**config.mk**
```make
export PLATFORM = sky130hd
export DESIGN_NAME = axi_lite_master
export DESIGN_NICKNAME = d
export VERILOG_FILES = /design/src/rtl/axi_lite_master.sv
export SDC_FILE = /design/constraint.sdc
export NUM_CORES = 1
export LEC_CHECK = 0
export ABC_AREA = 1
export BUFFER_PORTS_ARGS = -buffer_cell sky130_fd_sc_hd__buf_4
export CAP_MARGIN = 20
export CORE_MARGIN = 2
export CORE_UTILIZATION = 51
export CTS_BUF_LIST = sky130_fd_sc_hd__clkbuf_8
export DETAILED_ROUTE_END_ITERATION = 8
export HOLD_SLACK_MARGIN = 0.03
export PLACE_DENSITY_LB_ADDON = 0.3
export SLEW_MARGIN = 20
export SYNTH_ARGS = -nofsm -noshare
export SYNTH_HDL_FRONTEND = slang
export SYNTH_SLANG_ARGS = --single-unit
```
**constraint.sdc**
```tcl
create_clock -name aclk -period 2 [get_ports aclk]
set_input_delay 0.4 -clock aclk [delete_from_list [all_inputs] [get_ports aclk]]
set_output_delay 0.4 -clock aclk [all_outputs]
set_load 0.02 [all_outputs]
```
**src/rtl/axi_lite_master.sv**
```systemverilog
// Single-outstanding AXI-Lite master: a command/response port drives AXI-Lite
// read and write transactions, with a per-transaction timeout for hung slaves.
module axi_lite_master #(
   parameter int AXI_ADDRESS_WIDTH = 5,
   parameter int TIMEOUT_CYCLES    = 256
) (
   input  logic                         aclk,
   input  logic                         areset,
   input  logic                         cmd_valid,
   output logic                         cmd_ready,
   input  logic                         cmd_write,
   input  logic [AXI_ADDRESS_WIDTH-1:0] cmd_addr,
   input  logic [31:0]                  cmd_wdata,
   output logic                         rsp_valid,
   input  logic                         rsp_ready,
   output logic [31:0]                  rsp_rdata,
   output logic                         rsp_err,
   output logic [AXI_ADDRESS_WIDTH-1:0] maxi_awaddr,
   output logic                         maxi_awvalid,
   input  logic                         maxi_awready,
   output logic [31:0]                  maxi_wdata,
   output logic                         maxi_wvalid,
   input  logic                         maxi_wready,
   input  logic                         maxi_bvalid,
   output logic                         maxi_bready,
   output logic [AXI_ADDRESS_WIDTH-1:0] maxi_araddr,
   output logic                         maxi_arvalid,
   input  logic                         maxi_arready,
   input  logic [31:0]                  maxi_rdata,
   input  logic                         maxi_rvalid,
   output logic                         maxi_rready
);

   typedef enum logic [2:0] {
      IDLE, WR_ADDR_DATA, WR_RESP, RD_ADDR, RD_DATA, RESP
   } state_t;

   localparam logic [15:0] TO_LAST = 16'(TIMEOUT_CYCLES - 1);

   state_t                         state, state_nxt;
   logic                           aw_done, aw_done_nxt, w_done, w_done_nxt;
   logic [15:0]                    cnt, cnt_nxt;
   logic                           timeout;
   logic                           cmd_ready_nxt, rsp_valid_nxt, rsp_err_nxt;
   logic [31:0]                    rsp_rdata_nxt, wdata_nxt;
   logic [AXI_ADDRESS_WIDTH-1:0]   awaddr_nxt, araddr_nxt;
   logic                           awvalid_nxt, wvalid_nxt, bready_nxt, arvalid_nxt, rready_nxt;

   assign timeout = (TIMEOUT_CYCLES != 0) && (cnt == TO_LAST);

   always_ff @(posedge aclk) begin
      if (areset) begin
         state        <= IDLE;
         aw_done      <= 1'b0;
         w_done       <= 1'b0;
         cnt          <= '0;
         cmd_ready    <= 1'b1;
         rsp_valid    <= 1'b0;
         rsp_rdata    <= '0;
         rsp_err      <= 1'b0;
         maxi_awaddr  <= '0;
         maxi_wdata   <= '0;
         maxi_araddr  <= '0;
         maxi_awvalid <= 1'b0;
         maxi_wvalid  <= 1'b0;
         maxi_bready  <= 1'b0;
         maxi_arvalid <= 1'b0;
         maxi_rready  <= 1'b0;
      end else begin
         state        <= state_nxt;
         aw_done      <= aw_done_nxt;
         w_done       <= w_done_nxt;
         cnt          <= cnt_nxt;
         cmd_ready    <= cmd_ready_nxt;
         rsp_valid    <= rsp_valid_nxt;
         rsp_rdata    <= rsp_rdata_nxt;
         rsp_err      <= rsp_err_nxt;
         maxi_awaddr  <= awaddr_nxt;
         maxi_wdata   <= wdata_nxt;
         maxi_araddr  <= araddr_nxt;
         maxi_awvalid <= awvalid_nxt;
         maxi_wvalid  <= wvalid_nxt;
         maxi_bready  <= bready_nxt;
         maxi_arvalid <= arvalid_nxt;
         maxi_rready  <= rready_nxt;
      end
   end

   // Next-state and next-output logic; every output is registered from these values.
   always_comb begin
      state_nxt     = state;
      aw_done_nxt   = aw_done;
      w_done_nxt    = w_done;
      cnt_nxt       = cnt;
      cmd_ready_nxt = 1'b0;
      rsp_valid_nxt = 1'b0;
      rsp_rdata_nxt = rsp_rdata;
      rsp_err_nxt   = rsp_err;
      awaddr_nxt    = maxi_awaddr;
      wdata_nxt     = maxi_wdata;
      araddr_nxt    = maxi_araddr;
      awvalid_nxt   = 1'b0;
      wvalid_nxt    = 1'b0;
      bready_nxt    = 1'b0;
      arvalid_nxt   = 1'b0;
      rready_nxt    = 1'b0;

      if (state != IDLE && state != RESP) cnt_nxt = cnt + 16'd1;

      case (state)
         IDLE: begin
            cmd_ready_nxt = 1'b1;
            if (cmd_valid && cmd_ready) begin
               cmd_ready_nxt = 1'b0;
               cnt_nxt       = '0;
               aw_done_nxt   = 1'b0;
               w_done_nxt    = 1'b0;
               if (cmd_write) begin
                  state_nxt   = WR_ADDR_DATA;
                  awaddr_nxt  = cmd_addr;
                  wdata_nxt   = cmd_wdata;
                  awvalid_nxt = 1'b1;
                  wvalid_nxt  = 1'b1;
               end else begin
                  state_nxt   = RD_ADDR;
                  araddr_nxt  = cmd_addr;
                  arvalid_nxt = 1'b1;
               end
            end
         end
         WR_ADDR_DATA: begin
            aw_done_nxt = aw_done | (maxi_awvalid & maxi_awready);
            w_done_nxt  = w_done | (maxi_wvalid & maxi_wready);
            // Timeout is checked first so the counter cannot slip past its limit.
            if (timeout) begin
               state_nxt     = RESP;
               rsp_valid_nxt = 1'b1;
               rsp_err_nxt   = 1'b1;
               rsp_rdata_nxt = '0;
            end else if (aw_done_nxt && w_done_nxt) begin
               state_nxt  = WR_RESP;
               bready_nxt = 1'b1;
            end else begin
               awvalid_nxt = ~aw_done_nxt;
               wvalid_nxt  = ~w_done_nxt;
            end
         end
         WR_RESP: begin
            if (maxi_bvalid) begin
               state_nxt     = RESP;
               rsp_valid_nxt = 1'b1;
               rsp_err_nxt   = 1'b0;
               rsp_rdata_nxt = '0;
            end else if (timeout) begin
               state_nxt     = RESP;
               rsp_valid_nxt = 1'b1;
               rsp_err_nxt   = 1'b1;
               rsp_rdata_nxt = '0;
            end else begin
               bready_nxt = 1'b1;
            end
         end
         RD_ADDR: begin
            if (timeout) begin
               state_nxt     = RESP;
               rsp_valid_nxt = 1'b1;
               rsp_err_nxt   = 1'b1;
               rsp_rdata_nxt = '0;
            end else if (maxi_arready) begin
               state_nxt  = RD_DATA;
               rready_nxt = 1'b1;
            end else begin
               arvalid_nxt = 1'b1;
            end
         end
         RD_DATA: begin
            if (maxi_rvalid) begin
               state_nxt     = RESP;
               rsp_valid_nxt = 1'b1;
               rsp_err_nxt   = 1'b0;
               rsp_rdata_nxt = maxi_rdata;
            end else if (timeout) begin
               state_nxt     = RESP;
               rsp_valid_nxt = 1'b1;
               rsp_err_nxt   = 1'b1;
               rsp_rdata_nxt = '0;
            end else begin
               rready_nxt = 1'b1;
            end
         end
         RESP: begin
            rsp_valid_nxt = 1'b1;
            if (rsp_ready) begin
               state_nxt     = IDLE;
               rsp_valid_nxt = 1'b0;
               cmd_ready_nxt = 1'b1;
            end
         end
         default: begin
            state_nxt     = IDLE;
            cmd_ready_nxt = 1'b1;
         end
      endcase
   end

endmodule
```
==> flow_metrics.py <==
metrics = {
    "yosys": {
        "synth_xor_area_share_pct": 0.999,
        "synth_top_family_by_area": "simple AND/OR/NAND/NOR gates",
        "synthMuxAreaShare_pct": 0,
        "syn_inst": 604,
        "ys_seq_area_share_pct": 47.0,
        "synthAdderAreaFrac_pct": 0.285,
        "syn_avg_cell_area_um2": 7.26,
        "syn-num-nets": 684,
        "ys_ff_latch": 103,
        "netlist_area_um2": 4390,
        "yosys.area.top_type_share_pct": 47.0,
        "synth_compound_area_share_pct": 12.5,
        "ys_types": 34,
        "yosysTopAreaCell": "dfxtp_1",
        "synthSimpleGateAreaFrac_pct": 32.5,
        "yosys_warnings": 0,
        "synth_area_leaders": "dfxtp_1 47%, nor2_1 11%, nand2_1 9.5%",
    },
    "drt": {
        "wl_per_cell_um": 13.1,
        "wl_um": 11300,
        "firstDrtPassIters": 5,
        "num_vias": 4423,
        "ant_nets": 0,
        "via_per_inst": 5.12,
        "drt-initial-drc-count": 177,
        "drc_errors": 0,
    },
    "die": {
        "die_w_um": 96.7,
        "dieArea_um2": 9360,
        "initial_core_util_pct": 53.1,
        "row_count": 33,
        "core-area_um2": 8260,
        "ios": 161,
        "die_y_um": 96.7,
    },
    "sta": {
        "fmaxAchievable_ghz": 0.543,
        "setup_tns_ns": 0,
        "rsz0062_at_grt": "false",
        "slew_headroom_pct": 66.0,
        "min_period_over_period_pct": 92.1,
        "finalSetupViolations": 0,
        "hold_violations": 0,
        "clock_skew_ns": 0.0188,
        "worstMarginPinSlew_ns": 0.510,
        "slew_violations": 0,
        "worst_slack_ns": 0.158,
        "period_minus_slack_ns": 1.84,
    },
    "worst_setup_path": {
        "cpMostUsedCell": "nand2_1",
        "cp_slowest_cell": "dfxtp_1",
        "cp.arrival_ns": 2.12,
        "crit_chain": "ha_1 -> nand3_2 -> nor2_2 -> nand2_1 -> nand2_1 -> nand2_1 -> nor2_2 -> nand2_1 -> a21oi_1",
        "r2r-end": "state[1]",
        "critPathCaptureType": "flop",
        "worstRegToRegCells": 9,
        "path_max_fanout": 5,
        "crit_type": "flop to flop",
        "critPathRequiredTime_ns": 2.28,
        "reg2reg_from": "cnt[0]",
        "slowest_delay_ns": 0.43,
        "cp_top_family": "simple AND/OR/NAND/NOR gates",
        "critPathLaunchType": "flop",
        "crit_buf_inv": 0,
        "r2r_slack_ns": 0.16,
    },
    "min_path": {
        "whs_path_depth": 3,
        "min_from": "cmd_wdata[8]",
        "hold_path_class": "input port to flop",
        "hold_path_end": "maxi_wdata[8]",
    },
    "cells_and_area": {
        "mostFrequentLayoutCells": "167 x buf_4, 132 x nor2_1, 111 x nand2_1",
        "fillers": 694,
        "final_area_um2": 5820,
        "drive_gt1_share_pct": 28.2,
        "n_antenna_cell": 0,
        "area_growth_pct": 32.7,
        "final_util_pct": 70.5,
        "final_common_cell": "buf_4",
        "final_nets": 834,
        "final_cells": 864,
    },
    "placed_design": {
        "postPlaceCellArea_um2": 5640,
        "place_congestion": 0.923,
        "dp_slack_ns": 0.184,
        "hpwlAfterDp_um": 8330,
        "dp_cells": 848,
        "portBuffers": 160,
    },
    "clock_network": {
        "cts_resized": 0,
        "cts_hold_buf": 0,
        "cts_sinks": 103,
        "clock_latency_ns": 0.36,
        "clk_path_buf_depth": 2,
        "htree_levels": 3,
        "cts_tree": "yes",
        "clockRootBuffer": "clkbuf_8",
        "cts_buffers": 9,
        "cts_setup_buffers": 0,
        "clk_pin_slew_worst_paths_ns": 0.11,
    },
    "global_routing": {
        "grt_pass1_vias": 4156,
        "grt_pass1_wl_um": 18700,
        "grt-ovfl-total": 0,
        "grt_max_degree": 43,
        "gr-usage-all-layers_pct": 23.7,
        "antenna_found_initial": 0,
    },
    "pwr": {
        "vdd.ir_drop.worst_v": 0.000490,
        "p_per_area_nw_per_um2": 985,
        "p_leak_nw": 2.71,
    },
    "run": {
        "max-cap-violations": 0,
    },
    "status": {
        "status": "finished, final reports clean",
    },
}
==> final cells by class <==
class	count	area [µm²]	area share (%)
repair buffers	169	1290	22.2
clock inverters	7	53.8	0.924
clock buffers	9	124	2.13
well taps	105	131	2.26
flip-flops and latches	103	2060	35.4
inverters	33	126	2.17
multi-input cells	438	2030	34.9
==> where the power goes <==
group	total, mW	internal (mW)	switching (mW)
logic	2.02	0.755	1.26
clock network	1.21	0.469	0.738
registers	2.51	2.32	0.192
total	5.73	3.54	2.19
==> sequential cells by signal, indices dropped and copies added (netlist names), 3 cells and up <==
register / cells
maxi_wdata: 32
rsp_rdata: 32
cnt: 16
maxi_araddr: 5
maxi_awaddr: 5
state: 3
==> worst max path at each step <==
stage	from	end	slack, ns	cells past startpoint
3_5_place_dp	cnt[0]	rsp_rdata[6]	0.18	9
5_1_grt	cnt[0]	rsp_rdata[29]	0.02	9
3_3_place_gp	cnt[0]	rsp_rdata[19]	0.28	9
6_report	cnt[0]	state[1]	0.16	9
4_1_cts	cnt[0]	rsp_rdata[6]	0.16	9
2_1_floorplan	cnt[0]	rsp_rdata[0]	0.37	9
==> synthesized netlist by cell type <==
| cell | number |
|---|---|
| a32oi_1 | 1 |
| nand4_2 | 1 |
| buf_2 | 7 |
| nor3_1 | 4 |
| buf_4 | 6 |
| a31oi_1 | 1 |
| inv_2 | 8 |
| o21ai_0 | 39 |
| nor2_1 | 132 |
| nand2_4 | 2 |
| inv_1 | 24 |
| nand2_2 | 4 |
| a211oi_1 | 1 |
| nand3_1 | 50 |
| dfxtp_1 | 103 |
| buf_6 | 3 |
| clkbuf_2 | 1 |
| o21a_1 | 1 |
| nand3_2 | 5 |
| xor2_1 | 3 |
| a21oi_1 | 52 |
| ha_1 | 1 |
| a21o_1 | 1 |
| buf_1 | 1 |
| xnor2_1 | 2 |
| nand2_1 | 111 |
| nand4_1 | 4 |
| nor2_4 | 3 |
| nor2_8 | 1 |
| nand3b_1 | 3 |
| inv_4 | 1 |
| nor2_2 | 5 |
| o21ai_1 | 11 |
| clkbuf_1 | 12 |
==> through the flow <==
stage / power (mW) / hold WS [ns]
after detailed placement: 4.57 / 0.447
after global routing: 6.07 / 0.258
after floorplan: 3.88 / 0.439
final: 5.73 / 0.262
after CTS: 5.76 / 0.249
after global placement: 4.50 / 0.443
==> kinds of logic (layout without fill, tap and decap cells) <==
logic type | after synthesis | in the layout
AO/OA/AOI/OAI | 107 | 107
XOR/XNOR | 5 | 5
adder cells (fa/ha/maj) | 1 | 1
buffers and inverters | 63 | 218
flip-flops | 103 | 103
AND/OR/NAND/NOR | 325 | 325
==> worst register-to-register path, cell delays in order (launching register included) <==
cell and delay, ns:
dfxtp_1 0.43, ha_1 0.24, nand3_2 0.16, nor2_2 0.21, nand2_1 0.11, nand2_1 0.19, nand2_1 0.09, nor2_2 0.16
nand2_1 0.07, a21oi_1 0.12
==> metal layers <==
layer / global-route usage (%) / up-vias / routed length, µm
met1: 29.6 / 1999 / 4920
li1: - / 2258 / -
met5: 0 / - / 0
met3: 4.77 / 25 / 701
met2: 39.7 / 141 / 5440
met4: 10.5 / 0 / 284
Power figures use the tool's default switching activity.
